[src/rtl/ps2_kbd_ctrl_pkg.sv]
// Shared definitions for the PS/2 keyboard controller: FSM states and
// set-2 scan-code constants.
package ps2_kbd_ctrl_pkg;

  typedef enum logic [1:0] {
    ST_IDLE = 2'd0,
    ST_TAKE = 2'd1,
    ST_GAP  = 2'd2
  } state_t;

  localparam logic [7:0] SC_E0     = 8'hE0;
  localparam logic [7:0] SC_F0     = 8'hF0;
  localparam logic [7:0] SC_LSHIFT = 8'h12;
  localparam logic [7:0] SC_RSHIFT = 8'h59;
  localparam logic [7:0] SC_CTRL   = 8'h14;
  localparam logic [7:0] SC_CAPS   = 8'h58;
  localparam logic [7:0] SC_ENTER  = 8'h5A;
  localparam logic [7:0] SC_BKSP   = 8'h66;
  localparam logic [7:0] SC_SPACE  = 8'h29;

  localparam logic [7:0] ASC_SPACE = 8'h20;
  localparam logic [7:0] ASC_CR    = 8'h0D;
  localparam logic [7:0] ASC_BS    = 8'h08;

endpackage

[src/rtl/ps2_kbd_ctrl_ascii_map.sv]
// Combinational scan-code (set 2) to ASCII lookup. Letters honour 'upper',
// digits are always the plain digit, a few control keys map to their codes.
module ps2_ascii_map
  import ps2_kbd_ctrl_pkg::*;
(
  input  logic [7:0] code,
  input  logic       upper,
  output logic [7:0] ascii
);

  logic [7:0] letter;

  // Lookup: letters resolve to lowercase first, then case is applied.
  always_comb begin
    letter = 8'h00;
    ascii  = 8'h00;
    case (code)
      8'h1C: letter = 8'h61; // a
      8'h32: letter = 8'h62; // b
      8'h21: letter = 8'h63; // c
      8'h23: letter = 8'h64; // d
      8'h24: letter = 8'h65; // e
      8'h2B: letter = 8'h66; // f
      8'h34: letter = 8'h67; // g
      8'h33: letter = 8'h68; // h
      8'h43: letter = 8'h69; // i
      8'h3B: letter = 8'h6A; // j
      8'h42: letter = 8'h6B; // k
      8'h4B: letter = 8'h6C; // l
      8'h3A: letter = 8'h6D; // m
      8'h31: letter = 8'h6E; // n
      8'h44: letter = 8'h6F; // o
      8'h4D: letter = 8'h70; // p
      8'h15: letter = 8'h71; // q
      8'h2D: letter = 8'h72; // r
      8'h1B: letter = 8'h73; // s
      8'h2C: letter = 8'h74; // t
      8'h3C: letter = 8'h75; // u
      8'h2A: letter = 8'h76; // v
      8'h1D: letter = 8'h77; // w
      8'h22: letter = 8'h78; // x
      8'h35: letter = 8'h79; // y
      8'h1A: letter = 8'h7A; // z
      8'h45: ascii  = 8'h30;
      8'h16: ascii  = 8'h31;
      8'h1E: ascii  = 8'h32;
      8'h26: ascii  = 8'h33;
      8'h25: ascii  = 8'h34;
      8'h2E: ascii  = 8'h35;
      8'h36: ascii  = 8'h36;
      8'h3D: ascii  = 8'h37;
      8'h3E: ascii  = 8'h38;
      8'h46: ascii  = 8'h39;
      SC_SPACE: ascii = ASC_SPACE;
      SC_ENTER: ascii = ASC_CR;
      SC_BKSP:  ascii = ASC_BS;
      default: ascii = 8'h00;
    endcase
    if (letter != 8'h00) ascii = upper ? (letter - 8'h20) : letter;
  end

endmodule

[src/rtl/ps2_kbd_ctrl.sv]
// PS/2 keyboard scan-code decoder. Pops bytes from the receiver FIFO at most
// once every three cycles, folds E0/F0 prefixes into the following code and
// publishes one key event per non-prefix byte together with modifier state.
module ps2_kbd_ctrl
  import ps2_kbd_ctrl_pkg::*;
(
  input  logic       clk,
  input  logic       clr,
  input  logic       kb_ready,
  input  logic [7:0] kb_data,
  input  logic       kb_overflow,
  output logic       nextdata_n,
  output logic       key_valid,
  output logic [7:0] key_code,
  output logic [7:0] key_ascii,
  output logic       key_release,
  output logic       key_ext,
  output logic       key_repeat,
  output logic       shift,
  output logic       ctrl,
  output logic       caps,
  output logic [7:0] key_count,
  output logic       ovf
);

  state_t     state_q, state_d;
  logic       ext_pend, brk_pend;
  logic [8:0] last_make;

  logic       take;
  logic       is_e0, is_f0, is_make, is_rpt, hit_last;
  logic       is_shift_code, is_ctrl_code, is_caps_code;
  logic [8:0] code9;
  logic [7:0] map_ascii;

  // State register.
  always_ff @(posedge clk) begin
    if (clr) state_q <= ST_IDLE;
    else     state_q <= state_d;
  end

  // Next-state and pop strobe; GAP keeps kb_ready unsampled right after a pop.
  always_comb begin
    state_d    = state_q;
    nextdata_n = 1'b1;
    case (state_q)
      ST_IDLE: if (kb_ready) state_d = ST_TAKE;
      ST_TAKE: begin
        nextdata_n = 1'b0;
        state_d    = ST_GAP;
      end
      ST_GAP:  state_d = ST_IDLE;
      default: state_d = ST_IDLE;
    endcase
  end

  // Decode of the byte being popped, using state from before this event.
  always_comb begin
    take          = (state_q == ST_TAKE);
    is_e0         = (kb_data == SC_E0);
    is_f0         = (kb_data == SC_F0);
    is_make       = !brk_pend;
    code9         = {ext_pend, kb_data};
    hit_last      = (code9 == last_make);
    is_rpt        = is_make && hit_last;
    is_shift_code = !ext_pend && ((kb_data == SC_LSHIFT) || (kb_data == SC_RSHIFT));
    is_ctrl_code  = (kb_data == SC_CTRL);
    is_caps_code  = !ext_pend && (kb_data == SC_CAPS);
  end

  ps2_ascii_map u_map (
    .code  (kb_data),
    .upper (shift ^ caps),
    .ascii (map_ascii)
  );

  // Event and modifier registers, loaded on the TAKE->GAP edge so the event
  // is visible during GAP; this replaces a separate byte-holding register.
  always_ff @(posedge clk) begin
    if (clr) begin
      key_valid   <= 1'b0;
      key_code    <= '0;
      key_ascii   <= '0;
      key_release <= 1'b0;
      key_ext     <= 1'b0;
      key_repeat  <= 1'b0;
      shift       <= 1'b0;
      ctrl        <= 1'b0;
      caps        <= 1'b0;
      key_count   <= '0;
      ovf         <= 1'b0;
      ext_pend    <= 1'b0;
      brk_pend    <= 1'b0;
      last_make   <= '0;
    end else begin
      key_valid <= 1'b0;
      if (kb_overflow) ovf <= 1'b1;
      if (take) begin
        if (is_e0) begin
          ext_pend <= 1'b1;
        end else if (is_f0) begin
          brk_pend <= 1'b1;
        end else begin
          key_valid   <= 1'b1;
          key_code    <= kb_data;
          key_ascii   <= (brk_pend || ext_pend) ? 8'h00 : map_ascii;
          key_release <= brk_pend;
          key_ext     <= ext_pend;
          key_repeat  <= is_rpt;
          ext_pend    <= 1'b0;
          brk_pend    <= 1'b0;
          if (is_make) begin
            if (!is_rpt) begin
              last_make <= code9;
              key_count <= key_count + 8'd1;
              if (is_caps_code) caps <= ~caps;
            end
          end else if (hit_last) begin
            last_make <= '0;
          end
          if (is_shift_code) shift <= is_make;
          if (is_ctrl_code)  ctrl  <= is_make;
        end
      end
    end
  end

endmodule

[config.mk]
export PLATFORM = sky130hd
export DESIGN_NAME = ps2_kbd_ctrl
export DESIGN_NICKNAME = d
export VERILOG_FILES = /design/src/rtl/ps2_kbd_ctrl_pkg.sv /design/src/rtl/ps2_kbd_ctrl_ascii_map.sv /design/src/rtl/ps2_kbd_ctrl.sv
export SDC_FILE = /design/constraint.sdc
export NUM_CORES = 1
export LEC_CHECK = 0
export BUFFER_PORTS_ARGS = -buffer_cell sky130_fd_sc_hd__buf_2
export CORE_MARGIN = 2
export CORE_UTILIZATION = 45
export CTS_CLUSTER_SIZE = 25
export DETAILED_ROUTE_END_ITERATION = 16
export PLACE_DENSITY = 0.64
export SYNTH_ARGS = -nofsm -noshare
export SYNTH_HDL_FRONTEND = slang
export SYNTH_HIERARCHICAL = 1
export SYNTH_SLANG_ARGS = --single-unit
[constraint.sdc]
create_clock -name clk -period 2.47 [get_ports clk]
set_clock_uncertainty 0.2 [all_clocks]
set_input_delay 0.1235 -clock clk [delete_from_list [all_inputs] [get_ports clk]]
set_output_delay 0.1235 -clock clk [all_outputs]
set_load 0.01 [all_outputs]
==> qor.txt, run 1 <==
status = completed
fillcell total = 611
Post-Place Worst Slack = 0.0197 ns
final hold vios = 0
Seq cells post-synth = 45
H-tree lvl count = 2
io pins = 45
Initial Utilization = 46.6%
Die X = 82.5 um
Sw Ratio = 30.5%
post-CTS setup buffers = 0
Post-synth ARST share = 0%
most frequent cell after synthesis = dfxtp_1
min-delay worst type = in2reg
peak supply drop = 0.317 mV
die area = 6810 um^2
Mean Syn Cell Area = 7.60 um^2
clock latency on the worst-skew pair = 0.30 ns
Max Cap Viol = 0
Net Sw Power = 469 uW
max_slew headroom = 41.6%
Seq. cell area = 901 um^2
Leak Pwr = 1.36 nW
Worst-path clk slew = 0.09 ns
Worst setup SP type = flip-flop
cell taking the most area after synthesis = dfxtp_1
yosys warns = 6
DR iter-0 viols = 221
sequential share of power = 49.5%
core box area = 5960 um^2
Placer Congestion = 0.917
final setup violation count = 0
hpwl dp = 5.50 mm
Port-buffer cells = 44
most common library cells after synthesis = 45 x dfxtp_1, 41 x nand2_1, 39 x a21oi_1
vias in the first global route = 2,489
first-pass GRT wire length = 12.2 mm
Avg WL per Cell = 15.2 um
Synth Instances = 365
reg2reg start = ext_pend$_SDFFE_PP0P_
Setup TNS = 0 ns
antenna viol nets, final = 0
clk root buf = clkbuf_8
final std cells w/o fill = 502
Total Power = 1.54 mW
HP Start = kb_data[5]
Combinational Power Share = 19.7%
CP Max Fanout = 6
site row count = 28
R2R depth = 7
nets = 443
Ant. Diodes = 0
Layout area overhead = 20.8%
Synth area leaders = dfxtp_1 32%, a21oi_1 7.0%, nand3_1 5.6%
Critical Path Start = ext_pend$_SDFFE_PP0P_
Arr. time, crit path = 2.27 ns
DIE HEIGHT = 82.5 um
R2R Setup Slk = 0.24 ns
max-slew violation count = 0
achievable frequency = 448 MHz
RSZ-0062 raised after global routing = false
post-layout min period = 2.23 ns
CTS tree = built
aggregate routed wire length = 7.61 mm
Synth top area share = 32.5%
post-placement cell count = 490
layout cell share with drive strength beyond 1 = 23.0%
grt ovf = 0
Slew @ Worst Pin = 0.877 ns
min setup slack post-route = 0.236 ns
First-pass DRT Iterations = 6
Hold Path Sink = key_code[5]$_SDFFE_PP0P_
crit path kind = reg2reg
worst hold slack = 0.00937 ns
dominant synthesized flop cell = dfxtp_1
TritonCTS buffer count = 5
period utilization = 90.5%
RR Endpoint = key_count[7]$_SDFFE_PP0P_
register area share after synthesis = 32.5%
DR vias/cell = 5.67
EDFF count, synth = 0
Syn Nets = 382
synthesized area = 2770 um^2
CP endpoint kind = flip-flop
Internal Dissipation = 1.07 mW
initial antenna violation count = 0
Power Dens Cells = 459 nW/um^2
pin count of the biggest net entering global routing = 33
synth unique cells = 61
Tot GR Track Use = 23.3%
footprint of the multi-input gates = 1690 um^2
Clk pwr share = 30.8%
Clock Sinks = 45
Worst Path Required = 2.51 ns
hold path depth = 3
drt drc = 0
CTS Buffer Depth = 2
via count = 2,846
metrics by stage:
step | cell area (um^2) | utilization, %
3_3_place_gp | 3220 | 54.1
6_report | 3350 | 56.3
5_1_grt | 3350 | 56.3
4_1_cts | 3350 | 56.3
3_5_place_dp | 3220 | 54.1
2_1_floorplan | 2770 | -
critical path, cell delays in order, from the launching register on:
cell,delay [ns]
dfxtp_1,0.36
xor2_1,0.17
nor3_1,0.07
nand4_1,0.11
ha_1,0.28
nand4_1,0.29
or4_1,0.54
a21oi_1,0.16
cell usage in the layout, fill, tap and decap left out, types with 10 or more instances in the layout:
master   Yosys  final
nand4_1     10     10
nor2_1      27     27
nand3_1     31     31
nor3_1      10     10
buf_4        3     31
a21oi_1     39     39
nand2_1     41     41
o21ai_0     13     13
dfxtp_1     45     45
buf_2        9     44
kinds of logic (layout without fill, tap and decap cells):
logic type	count (synthesis)	count (layout)	synth area share, %
AOI/OAI and AO/OA	87	87	19.3
adders and majority gates	5	5	2.26
xor gates and xnor gates	18	18	5.68
buffers and inverters	38	100	6.50
muxes	3	3	1.13
DFF	45	45	32.5
and+or+nand+nor	169	169	32.7
worst max path at each step:
stage | end | slack, ns
2_1_floorplan | last_make[7]$_SDFFE_PP0P_ | 0.26
3_3_place_gp | key_ascii[5]$_SDFFE_PP0P_ | -0.005
3_5_place_dp | key_ascii[5]$_SDFFE_PP0P_ | 0.02
4_1_cts | key_count[7]$_SDFFE_PP0P_ | 0.26
5_1_grt | key_ascii[5]$_SDFFE_PP0P_ | 0.07
6_report | key_count[7]$_SDFFE_PP0P_ | 0.24
layer usage:
layer  vias up  wire length [um]  share of wire [%]  global-route usage [%]
met2       102              3500                 46                    36.5
met4         0               116                1.5                    7.21
li1       1437                 -                  -                       -
met3        10               467                6.1                    5.00
met5         -                 0                  0                       0
met1      1297              3530                 46                    32.1
layout make-up:
| cell class | instances | area share [%] |
|---|---|---|
| multi-input combinational | 282 | 50.5 |
| tap | 75 | 2.80 |
| sequential | 45 | 26.9 |
| timing repair buffer | 81 | 15.9 |
| clock buffer | 5 | 2.05 |
| inverter | 11 | 1.23 |
| clock inverter | 3 | 0.635 |
power groups by stage:
| stage | combinational [mW] | clock (mW) | sequential [mW] |
|---|---|---|---|
| after floorplan | 0.178 | 0 | 0.782 |
| after global placement | 0.296 | 0 | 0.778 |
| after detailed placement | 0.294 | 0 | 0.779 |
| after CTS | 0.301 | 0.490 | 0.762 |
| after global routing | 0.335 | 0.517 | 0.764 |
| final | 0.302 | 0.474 | 0.761 |
state kept, by name, indices dropped and copies added (netlist names), 2 cells and up:
signal	cells
key_ascii	8
last_make	9
key_count	8
key_code	8
state_q	2
what timing repair did:
item | in CTS | in global routing
gates resized for setup | 0 | 0
hold endpoints to repair | 5 | 0
hold buffers | 4 | 0
Note: power is estimated with default switching activity, not from simulation.
==> inputs of run 2 (changes only) <==
GPL_TIMING_DRIVEN = 0   (was not set)
==> run 2 against run 1 <==
Compared with the run above: flip-flop and latch count stayed put; utilization is 0.95 points lower; non-clock buffer count is 3 lower; combinational power is 2% lower; sequential share of layout area is 0.50 points higher; critical path depth is 5 higher; global-route usage is 2.3 points higher; total power is 0.78% higher; worst hold slack better by 0.00081 ns; count of clock-buffer cells in the layout is 1 higher; highest routed layer unchanged.
==> qor.txt, run 2 (synthesis gave the netlist of run 1 again) <==
status = completed
CP most frequent cell = nand3_1
Max Cap Viol = 0 (unchanged)
Ant. Diodes = 0 (unchanged)
post-layout min period = 2.34 ns (+0.101 ns)
clk root buf = clkbuf_8
most common cell after layout, fill and taps aside = buf_2
CTS tree = built
Total Power = 1.55 mW (+0.78%)
Sw Ratio = 30.3% (-0.24 points)
crit path kind = in2reg
Bufs and invs on worst path = 3 (+3)
final hold vios = 0 (unchanged)
Post-Place Worst Slack = -0.291 ns (-0.311 ns)
first-pass GRT wire length = 13.3 mm (+8.8%)
initial antenna violation count = 0 (unchanged)
Tot GR Track Use = 25.6% (+2.3 points)
Arr. time, crit path = 2.30 ns (+0.03 ns)
nets = 440 (-0.68%)
io pins = 45 (unchanged)
min-delay worst type = in2reg
final setup violation count = 0 (unchanged)
H-tree lvl count = 2 (unchanged)
Internal Dissipation = 1.08 mW (+1.1%)
Die X = 82.5 um (unchanged)
critical path's top delay family = simple AND/OR/NAND/NOR gates
Avg WL per Cell = 16.6 um (+9.6%)
Clock Sinks = 45 (unchanged)
Layout area overhead = 18.8%
Worst-path clk slew = 0.09 ns (about the same)
site row count = 28 (unchanged)
flip-flop count of the largest register after layout = 9 (unchanged)
via count = 2,922 (+2.7%)
First-pass DRT Iterations = 5 (-1)
Port-buffer cells = 43 (-2.3%)
min setup slack post-route = 0.135 ns (-0.101 ns)
Final Core Density = 55.3% (-0.95 points)
CTS Buffer Depth = 2 (unchanged)
Placer Congestion = 0.913 (-0.41%)
antenna viol nets, final = 0 (unchanged)
Combinational Power Share = 19.1% (-0.6 points)
max_slew headroom = 58.9% (+17 points)
Clk pwr share = 31.7% (+0.9 points)
Initial Utilization = 46.6% (unchanged)
achievable frequency = 428 MHz (-4.3%)
clock latency on the worst-skew pair = 0.30 ns (about the same)
Biggest register = last_make
fillcell total = 623 (+2.0%)
max-slew violation count = 0 (unchanged)
drt drc = 0 (unchanged)
hpwl dp = 5.87 mm (+6.8%)
Slew @ Worst Pin = 0.614 ns (-0.263 ns)
Leak Pwr = 1.29 nW (-4.8%)
TritonCTS buffer count = 5 (unchanged)
Worst Path Required = 2.44 ns (-0.07 ns)
CP endpoint kind = flip-flop
CP max stage delay = 0.53 ns (about the same)
Worst path slowest cell = nor4b_1
die area = 6810 um^2 (unchanged)
DR iter-0 viols = 202 (-8.6%)
crit path cell chain = buf_2 -> buf_4 -> nor4b_1 -> nand3_1 -> nand3_1 -> nor2_1 -> nand4_2 -> inv_2 -> ha_1 -> a211o_1 -> nand3_1 -> a21oi_1
core box area = 5960 um^2 (unchanged)
Worst setup SP type = input pin
peak supply drop = 0.321 mV (+1.3%)
layout cell share with drive strength beyond 1 = 19.8% (-3.1 points)
DIE HEIGHT = 82.5 um (unchanged)
RSZ-0062 raised after global routing = false
most frequent cells in the layout = 52 x buf_2, 44 x dfxtp_1, 41 x nand2_1
period utilization = 94.6% (+4.1 points)
sequential share of power = 49.2% (-0.3 points)
DR vias/cell = 5.86 (+3.3%)
CP Max Fanout = 10 (+4)
Power Dens Cells = 470 nW/um^2 (+2.5%)
vias in the first global route = 2,664 (+7.0%)
grt ovf = 0 (unchanged)
pin count of the biggest net entering global routing = 15 (-55%)
aggregate routed wire length = 8.29 mm (+8.9%)
Net Sw Power = 469 uW (about the same)
run 2: cell types whose count changed in the layout (fill, tap and decap cells not counted), moves of 2 or more:
cell           previous run  this run
buf_4                    31         4
buf_2                    44        52
nor4_2                    0         2
dlygate4sd3_1             4         7
clkbuf_1                  0         9
nor4_1                    5         3
buf_1                     0         2
buf_6                     0         2
run 2: cell type report:
type                            count  area (um^2)  area share [%]
Multi-Input combinational cell    282         1710            52.0
Clock inverter                      2         13.8           0.418
Tap cell                           75         93.8            2.85
Timing Repair Buffer               52          313            9.49
Buffer                             26          136            4.14
Sequential cell                    45          902            27.4
Clock buffer                        6         82.6            2.51
Inverter                           11         41.3            1.25
run 2: timing repair:
action / CTS / global route
setup buffers: 1 / 1
setup endpoints to repair: 9 / 14
hold buffers: 7 / 0
pin swaps: 1 / 1
gates resized for setup: 1 / 5
endpoints found under the hold margin: 10 / 0
run 2: metal layers:
metal	part of all wire (%)	GRT usage [%]	vias up
li1	-	-	1436
met1	45	33.6	1362
met2	48	42.3	107
met3	4.8	5.11	17
met4	1.6	8.20	0
met5	0	0	-
run 2: per-stage QoR:
| stage | setup TNS, ns | hold slack [ns] | cells | cell area (um^2) |
|---|---|---|---|---|
| 5_1_grt | 0 | 0.0149 | 499 | 3300 |
| 3_3_place_gp | -3.05 | 0.130 | 483 | 3080 |
| 2_1_floorplan | 0 | 0.0393 | 365 | 2770 |
| 3_5_place_dp | -2.68 | 0.151 | 483 | 3080 |
| 4_1_cts | 0 | 0.0104 | 499 | 3280 |
| 6_report | 0 | 0.0102 | 499 | 3300 |
run 2: power groups by stage:
stage	combinational (mW)	clock, mW	sequential (mW)
after floorplan	0.178	0	0.782
after global placement	0.274	0	0.779
after detailed placement	0.273	0	0.780
after global routing	0.325	0.534	0.766
final	0.296	0.491	0.763
after CTS	0.291	0.505	0.763
run 2: final timing paths:
check	startpoint	slack (ns)	end	cells after the start
min reg2reg	key_ascii[4]$_SDFFE_PP0P_	0.25	key_ascii[4]$_SDFFE_PP0P_	2
max	kb_data[5]	0.13	key_ascii[5]$_SDFFE_PP0P_	12
max reg2reg	last_make[4]$_SDFFE_PP0P_	0.15	last_make[0]$_SDFFE_PP0P_	8
min	kb_data[4]	0.01	last_make[4]$_SDFFE_PP0P_	3
run 2: tightest hold or removal path: cells and delay by family:
| family | cells | cell delay (ns) |
|---|---|---|
| compound gates | 1 | 0.06 |
| buf+inv | 1 | 0.18 |
| simple gates | 1 | 0.10 |
==> inputs of run 3 (changes only) <==
PLACE_DENSITY = 0.66   (was 0.64)
clock period = 2 ns   (was 2.47 ns; I/O delays follow)
==> run 3 against run 2 <==
Compared with the run above: the flow now finishes with violations (hold timing, setup timing); clock power increased by 24%; non-clock buffer count rose by 11; flip-flop and latch count unchanged; worst hold slack lost 0.040 ns; wire length is 8.5% higher; design area increased by 10%; total power rose by 28%; sequential power increased by 23%; via count increased by 5.5%; first-iteration DRC count grew 58%; critical endpoint is now last_make[2]$_SDFFE_PP0P_; largest power group unchanged; highest routed layer unchanged.
==> qor.txt, run 3 (synthesis gave the netlist of run 1 again) <==
Internal Dissipation = 1.35 mW (+25%)
Die X = 82.5 um (unchanged)
RSZ-0062 raised after global routing = true
Placed Area = 3130 um^2 (+1.4%)
Final Core Density = 61.0% (+5.7 points)
R2R Setup Slk = -0.23 ns (-0.38 ns)
sequential share of power = 47.5% (-1.7 points)
Clk pwr share = 30.6% (-1.1 points)
site row count = 28 (unchanged)
Total Power = 1.98 mW (+28%)
DR iter-0 viols = 319 (+58%)
vias in the first global route = 2,752 (+3.3%)
Layout area overhead = 31.0%
crit path cell chain = xor2_1 -> nor4_1 -> nand4_1 -> ha_4 -> a211oi_4 -> buf_6 -> nand3_1 -> a21oi_1
hold path depth = 3 (unchanged)
Worst path slowest cell = dfxtp_2
failing checks = hold timing, setup timing
met2 WL = 4.20 mm (+4.8%)
Placer Congestion = 0.935 (+2.4%)
peak supply drop = 0.375 mV (+17%)
CP endpoint kind = flip-flop
Arr. time, crit path = 2.26 ns (-0.04 ns)
max_slew headroom = 44.8% (-14 points)
Leak Pwr = 1.41 nW (+8.6%)
layout cell share with drive strength beyond 1 = 30.3% (+11 points)
final setup violation count = 17 (+17)
Clock Sinks = 45 (unchanged)
Setup TNS = -2.76 ns (-2.76 ns)
aggregate routed wire length = 9.00 mm (+8.5%)
TritonCTS buffer count = 5 (unchanged)
Max Cap Viol = 0 (unchanged)
min setup slack post-route = -0.228 ns (-0.363 ns)
io pins = 45 (unchanged)
Ant. Diodes = 0 (unchanged)
critical path's top delay family = simple AND/OR/NAND/NOR gates
achievable frequency = 449 MHz
most frequent cells in the layout = 41 x buf_2, 40 x nand2_1, 39 x dfxtp_1
reg2reg start = last_make[0]$_SDFFE_PP0P_
drt drc = 0 (unchanged)
Worst Path Required = 2.03 ns (-0.41 ns)
post-layout min period = 2.23 ns
die area = 6810 um^2 (unchanged)
Sw Ratio = 32.1% (+1.9 points)
Slew @ Worst Pin = 0.824 ns (+0.210 ns)
R2R depth = 8 (unchanged)
Initial Utilization = 46.6% (unchanged)
Power Dens Cells = 546 nW/um^2 (+16%)
crit path kind = reg2reg
Port-buffer cells = 43 (unchanged)
final instance area = 3630 um^2 (+10%)
Seq. cell area = 911 um^2 (+0.97%)
cts hold-fix bufs = 8 (+1)
grt ovf = 0 (unchanged)
final hold vios = 1 (+1)
antenna viol nets, final = 0 (unchanged)
nets = 451 (+2.5%)
Tot GR Track Use = 27.4% (+1.8 points)
DIE HEIGHT = 82.5 um (unchanged)
max-slew violation count = 0 (unchanged)
Net Sw Power = 637 uW (+36%)
fillcell total = 573 (-8.0%)
most common cell after layout, fill and taps aside = buf_2
Hold Path Sink = last_make[2]$_SDFFE_PP0P_
Worst setup SP type = flip-flop
RR Endpoint = last_make[2]$_SDFFE_PP0P_
core box area = 5960 um^2 (unchanged)
Combinational Power Share = 21.9% (+2.8 points)
First-pass DRT Iterations = 7 (+2)
WP depth = 8 (-4)
DR vias/cell = 6.04 (+3.2%)
worst hold slack = -0.0297 ns (-0.0399 ns)
CP max stage delay = 0.33 ns (-0.20 ns)
CP Max Fanout = 5 (-5)
clk root buf = clkbuf_8
initial antenna violation count = 0 (unchanged)
CTS Buffer Depth = 2 (unchanged)
footprint of the multi-input gates = 1890 um^2 (+10%)
Worst-path clk slew = 0.10 ns (about the same)
status = complete, but fails checks
period utilization = 111%
first-pass GRT wire length = 14.1 mm (+6.0%)
via count = 3,082 (+5.5%)
hpwl dp = 6.05 mm (+3.1%)
CTS tree = built
Biggest register = last_make
pin count of the biggest net entering global routing = 17 (+2)
H-tree lvl count = 2 (unchanged)
flip-flop count of the largest register after layout = 9 (unchanged)
Routed met3 length = 569 um (+44%)
top sig layer = met4
DRT met1 WL = 3.97 mm (+5.8%)
HP Start = kb_data[2]
clock latency on the worst-skew pair = 0.30 ns (about the same)
min-delay worst type = in2reg
Bufs and invs on worst path = 1 (-2)
Avg WL per Cell = 17.6 um (+6.2%)
-- run 3: layer usage --
| layer | GRT usage [%] | up-vias |
|---|---|---|
| met3 | 4.78 | 22 |
| li1 | - | 1453 |
| met2 | 43.8 | 134 |
| met4 | 9.67 | 0 |
| met1 | 37.2 | 1473 |
| met5 | 0 | - |
-- run 3: metrics by stage --
| step | worst slack [ns] | instances |
|---|---|---|
| 2_1_floorplan | -0.0370 | 365 |
| 3_3_place_gp | -0.599 | 483 |
| 3_5_place_dp | -0.568 | 483 |
| 4_1_cts | -0.288 | 507 |
| 5_1_grt | -0.269 | 510 |
| 6_report | -0.228 | 510 |
-- run 3: power groups by stage --
| stage | clock (mW) | combinational, mW | sequential (mW) |
|---|---|---|---|
| floorplan | 0 | 0.228 | 0.966 |
| global placement | 0 | 0.353 | 0.962 |
| detailed placement | 0 | 0.350 | 0.962 |
| CTS | 0.605 | 0.395 | 0.942 |
| global route | 0.645 | 0.472 | 0.946 |
| finish | 0.607 | 0.435 | 0.942 |
-- run 3: area by class of cell --
class,count,share of cell area [%]
repair buffers,64,12.4
well taps,75,2.58
clock buffers,5,1.89
inverters,11,1.14
flip-flops and latches,45,25.1
plain buffers,25,4.30
multi-input cells,282,51.9
clock inverters,3,0.688
-- run 3: worst max path at each step --
stage                                          from                        end  slack, ns
final                     last_make[0]$_SDFFE_PP0P_  last_make[2]$_SDFFE_PP0P_      -0.23
after global routing      last_make[1]$_SDFFE_PP0P_  key_count[7]$_SDFFE_PP0P_      -0.27
after CTS                 last_make[4]$_SDFFE_PP0P_  last_make[6]$_SDFFE_PP0P_      -0.29
after detailed placement                 kb_data[6]  key_ascii[5]$_SDFFE_PP0P_      -0.57
after global placement                   kb_data[6]  key_ascii[5]$_SDFFE_PP0P_      -0.60
after floorplan                          kb_data[7]  key_ascii[5]$_SDFFE_PP0P_      -0.04
-- run 3: worst reg2reg max path: stages (launching register included) --
cell      delay (ns)
dfxtp_2         0.33
xor2_1          0.14
nor4_1          0.33
nand4_1         0.26
ha_4            0.32
a211oi_4        0.22
buf_6           0.17
nand3_1         0.07
a21oi_1         0.13
-- run 3: what timing repair did --
action | in CTS | in global routing
gates cloned | 1 | 0
pin swaps | 6 | 21
hold endpoints to repair | 15 | 1
setup buffers | 7 | 5
endpoints found under the setup margin | 29 | 33
resized for setup | 30 | 47
